`src/rtl/unary_window_buffer_writer.sv`:
```
// unary_window_buffer_writer: counts ones over LEN valid bits and drives a ping-pong bank select.
// Define UWBW_NOSTALL_EN for an unconditional one-cycle HOLD with a sticky oOverrun flag.
module unary_window_buffer_writer #(
    parameter int LEN  = 16,
    parameter int OWID = $clog2(LEN+1)
) (
    input  logic            clk,
    input  logic            rst,
    input  logic            iValid,
    input  logic            iBit,
    output logic            oReady,
    input  logic            iRelease,
    output logic            oSel,
`ifdef UWBW_NOSTALL_EN
    output logic            oOverrun,
`endif
    output logic [OWID-1:0] oData,
    output logic            oSwap
);
    localparam int VW = $clog2(LEN);
    typedef enum logic {ACC, HOLD} state_t;
    state_t          r_state;
    logic [OWID-1:0] r_cnt;
    logic [OWID-1:0] r_data;
    logic [VW-1:0]   r_vcnt;
    logic            r_ready;
    logic            r_sel;
    logic            r_swap;
    logic            r_overrun;
    logic            w_take;
    logic            w_last;
    logic            w_swap;
    assign w_take = iValid & r_ready;
    assign w_last = r_vcnt == VW'(LEN-1);
`ifdef UWBW_NOSTALL_EN
    assign w_swap   = 1'b1;
    assign oOverrun = r_overrun;
`else
    assign w_swap   = iRelease;
`endif
    assign oReady = r_ready;
    assign oSel   = r_sel;
    assign oData  = r_data;
    assign oSwap  = r_swap;
    always_ff @(posedge clk) begin
        if (rst) begin
            r_state   <= ACC;
            r_cnt     <= '0;
            r_vcnt    <= '0;
            r_data    <= '0;
            r_ready   <= 1'b1;
            r_sel     <= 1'b0;
            r_swap    <= 1'b0;
            r_overrun <= 1'b0;
        end else begin
            r_swap <= 1'b0;
            if (r_state == ACC) begin
                if (w_take && w_last) begin
                    r_data  <= r_cnt + OWID'(iBit);
                    r_cnt   <= '0;
                    r_vcnt  <= '0;
                    r_ready <= 1'b0;
                    r_state <= HOLD;
                end else if (w_take) begin
                    r_cnt  <= r_cnt + OWID'(iBit);
                    r_vcnt <= r_vcnt + VW'(1);
                end
            end else if (w_swap) begin
                // the bank being released is the one we load next, so toggle only now
                r_sel     <= ~r_sel;
                r_swap    <= 1'b1;
                r_ready   <= 1'b1;
                r_state   <= ACC;
                r_overrun <= r_overrun | ~iRelease;
            end
        end
    end
endmodule
```
`config.mk`:
```
export PLATFORM = sky130hd
export DESIGN_NAME = unary_window_buffer_writer
export DESIGN_NICKNAME = d
export VERILOG_FILES = /design/src/rtl/unary_window_buffer_writer.sv
export SDC_FILE = /design/constraint.sdc
export NUM_CORES = 1
export LEC_CHECK = 0
export ABC_AREA = 0
export CAP_MARGIN = 10
export CORE_MARGIN = 8
export CORE_UTILIZATION = 35
export CTS_CLUSTER_SIZE = 28
export DETAILED_ROUTE_END_ITERATION = 10
export GPL_TIMING_DRIVEN = 0
export PLACE_DENSITY_LB_ADDON = 0.1
export REMOVE_ABC_BUFFERS = 1
export SKIP_CTS_REPAIR_TIMING = 1
export SYNTH_ARGS = -nofsm -noshare
export SYNTH_HDL_FRONTEND = slang
export SYNTH_SLANG_ARGS = --single-unit
```
`constraint.sdc`:
```
create_clock -name clk -period 1.3 [get_ports clk]
set_input_delay 0.26 -clock clk [delete_from_list [all_inputs] [get_ports clk]]
set_output_delay 0.26 -clock clk [all_outputs]
set_load 0.005 [all_outputs]
```
==> results by stage <==
Power and ir drop:
- The internal power of the cells totals 769 µW.
- The net switching power of the design is 233 µW.
- The worst-case IR drop observed on VDD is 513 µV.
- The switching part of the total is 23.2%.
- Per report_power, the sequential group accounts for 57.0% of the total.
- In this run the power density over the cells is 931 mW/mm².
- Of the total power, combinational logic draws 8.1%.
- Of the total power, the clock network draws 34.9%.
- For this design the static power due to leakage is 0.486 nW.

Critical path:
- In this run the number of cells on the critical path is 4.
- The kind of launch point of the worst setup path is a register.
- STA classifies the critical path endpoint as a register.
- In this run the critical register-to-register path is launched from r_vcnt[0].
- The critical path contains buffers and inverters numbering 0 combined.
- In this run the register-to-register setup slack is -30 ps.
- In this run the worst setup path begins at r_vcnt[0].
- Traced cell by cell, the critical path runs through ha_4, and3_4, or3_1, a21oi_2.
- The number of cells on the worst reg-to-reg path is 4.
- The capturing point of the worst reg2reg path is r_vcnt[0].
- For the worst setup path, the data arrival time is 1550 ps.
- The cell type group with the largest total delay on the critical path is simple AND/OR/NAND/NOR gates.
- For this run, the slowest stage of the critical path takes 380 ps.
- The required time of the critical path is 1520 ps.
- Along the worst path, the maximum fanout reaches 7.
- The worst setup path is of the register to register kind.
- The slowest cell on the critical path is dfxtp_4.
- The most critical setup path has its endpoint at r_vcnt[0].

Floorplanning:
- After floorplanning, the core was divided into 17 placement rows.
- Measured along the x axis, the die boundary spans 62.8 µm.
- The number of top-level pins is 13.
- The initial core utilization is 35.7%.
- The die covers 0.00395 mm².
- The core footprint is 0.00215 mm².
- From bottom edge to top edge, the die measures 62.8 µm.

Run:
- The number of max-capacitance violations reported is 0.

Cells and area:
- The most common cell after layout, fill and taps aside is a21oi_1.
- For this run, the post-layout net count is 110.
- The post-layout instance area is 0.00108 mm².
- The number of inserted diodes is 0.
- In the layout the commonest cells are 12 x a21oi_1, 11 x dfxtp_1, 10 x dlymetal6s2s_1, 8 x nand2_1, 6 x nand3_1.
- The count of cells in the finished layout, fillers not included, comes to 129.
- The share of layout cells above drive strength 1 is 24.8%.
- The filler cell count is 205.
- The post-synthesis to final-layout area growth is 40.3%.

Placed design:
- In this run the tool buffered the top-level ports with 12 buffer cells.
- The detailed placer's ending HPWL is 1060 µm.
- The number of placed cells counting well taps is 120.
- The post-place instance area is 893 µm².
- The congestion estimate from routability-driven global placement came to 0.750.

Yosys:
- The main combinational cell family by area after synthesis is compound AO/OA/AOI/OAI gates.
- The synthesized design spends more area on one cell type than any other, namely dfxtp_1.
- Of the total synthesized cell area, the portion taken by AND, OR, NAND and NOR gates is 18.9%.
- The share of cell area taken by muxes after synthesis is 0%.
- Averaged over all synthesized cells, the footprint is 9.02 µm².
- The share of synthesized area occupied by flip-flops and latches is 47.0%.
- Ranked by total cell area, the synthesized netlist is headed by dfxtp_1 47%, a21oi_1 8.5%, ha_1 4.9%.
- Counting every instance in the synthesized netlist gives 85.
- The mapped cell area is 767 µm².
- The flop and latch count out of synthesis is 18.
- Summing the areas of all compound-gate instances in the mapped netlist gives 20.4% of the synthesized area.
- The adder-cell share of the synthesized area is 4.89%.
- The synthesized design devotes to its leading area cell type 47.0% of total area.
- The share of the synthesized netlist area taken by xor and xnor gates is 4.57%.
- The number of warning messages in the yosys log is 0.
- The unique cell type count in the Yosys netlist is 25.

Timing:
- The clock period minus worst slack is 1330 ps.
- The final number of setup-violating endpoints is 1.
- The minimum setup slack in the final design is -29.1 ps.
- The fraction of the cycle the final worst path needs is 102%.
- Derived from the worst setup path, the maximum achievable clock frequency is 752 MHz.
- Setup repair after global routing could not meet its margin everywhere.
- For the final database, setup skew stands at 5.80 ps.
- Headroom to the max-slew limit came out at 51.7%.
- The final hold violation count is 0.
- The aggregate negative setup slack is -29.1 ps.
- The number of max-slew violations in the final report was 0.
- The transition time of the tightest slew-check pin is 723 ps.
- On the final layout, the worst hold slack is 465 ps.

Drt:
- The residual antenna-violating net count after detailed routing is 0.
- The routed length per placed instance is 13.4 µm.
- After detailed routing, the number of vias per cell comes to 5.29.
- The violation count after the first detailed-routing iteration is 16.
- For this run, design rule violations remaining after detail routing come to 0.
- The first detailed-routing pass ran for 4 iterations.
- The vias after detailed routing is 682.
- The aggregate routed wire length is 1720 µm.

Global routing:
- The first global-routing pass estimated 2700 µm of wire.
- The maximum number of pins on one net before global-route repair is 21.
- Summed over all layers, the global routing overflow is 0.
- The initial antenna violation count came to 0.
- The aggregate global-route resource usage is 8.51%.
- The via count of the first global-routing pass is 583.

Clocking:
- The number of sinks on the clock net is 18.
- For the worst-skew pair, the clock arrives at the later sink with an insertion delay of 290 ps.
- The clock buffer count from CTS is 3.
- CTS built an H-tree with a depth of 1.
- The TritonCTS clock tree is built.
- The tree is rooted in a clkbuf_4.
- No sink is reached through more buffers than the 2 on the longest clock path.
- After clock tree synthesis, the clock-pin slew on the worst setup and hold paths is 100 ps.

Run status:
- The checks that failed: negative setup slack.
- The flow ran to the end, but the final reports show violations.

Hold path:
- The min-delay analysis places its worst path in the category input pin to register.
[metrics by stage]
stage | power (mW) | utilization (%) | setup WS [ps]
after global routing | 1.05 | 50.1 | -64.3
after detailed placement | 0.641 | 41.6 | -462
final | 1.00 | 50.1 | -29.1
after CTS | 0.988 | 43.3 | -264
after global placement | 0.640 | 41.6 | -468
after floorplan | 0.610 | - | -29.7
[state kept, by name, summed over array words and instances, names as in the netlist]
signal and flops:
r_vcnt 4, r_state 1, oReady 1, oSel 1
r_cnt 5, oData 5, oSwap 1
[per-layer routing]
| layer | vias to the layer above | GRT usage [%] | part of all wire (%) |
|---|---|---|---|
| met4 | 0 | 5.98 | 0.81 |
| met1 | 320 | 10.2 | 47 |
| met2 | 19 | 12.5 | 46 |
| li1 | 341 | - | - |
| met5 | - | 0 | 0 |
| met3 | 2 | 2.69 | 6.1 |
[power groups by stage]
stage / Clock (mW) / Combinational (mW) / Sequential, mW
2_1_floorplan: 0 / 0.0314 / 0.578
3_3_place_gp: 0 / 0.0604 / 0.579
3_5_place_dp: 0 / 0.0613 / 0.580
4_1_cts: 0.359 / 0.0614 / 0.567
5_1_grt: 0.388 / 0.0893 / 0.573
6_report: 0.349 / 0.0811 / 0.571
[worst reg2reg max path: stages, from the launching register on]
cell	delay, ps
dfxtp_4	380
ha_4	190
and3_4	220
or3_1	370
a21oi_2	110
[layout make-up]
cell class	count	area (µm²)	share of cell area, %
sequential	18	374	34.8
timing repair buffer	17	183	17.0
clock buffer	4	36.3	3.37
multi-input combinational	61	444	41.3
inverter	1	3.75	0.349
tap	28	35.0	3.26
[worst min path at each step]
stage          slack (ps)        to  cells past startpoint      from
4_1_cts               470  r_cnt[0]                      2  r_cnt[0]
3_3_place_gp          440  r_cnt[0]                      2  r_cnt[0]
2_1_floorplan         330  oData[0]                      1       rst
5_1_grt               470  r_cnt[0]                      4      iBit
6_report              470  oData[0]                      4      iBit
3_5_place_dp          450  r_cnt[0]                      2  r_cnt[0]
[cell usage after synthesis]
master    count
a211oi_1      3
a21oi_1      13
a221o_1       1
a311oi_1      1
a31oi_1       1
a41oi_1       1
and3_1        1
and3b_1       1
buf_2         2
buf_6         1
clkbuf_1      2
dfxtp_1      18
ha_1          3
inv_1         1
nand2_1       8
nand2b_1      1
nand3_1       7
nand3b_1      3
nand4b_1      1
nor2_1        4
o21ai_0       4
o31ai_1       2
or3_1         2
xnor2_1       1
xor2_1        3
[kinds of logic (layout without fill, tap and decap cells)]
kind of cell	after synthesis	count (layout)
buffers and inverters	6	22
flip-flops	18	18
adder cells (fa/ha/maj)	3	3
AO/OA/AOI/OAI	26	26
AND/OR/NAND/NOR	28	28
XOR/XNOR	4	4
(Power assumes the default switching activity.)
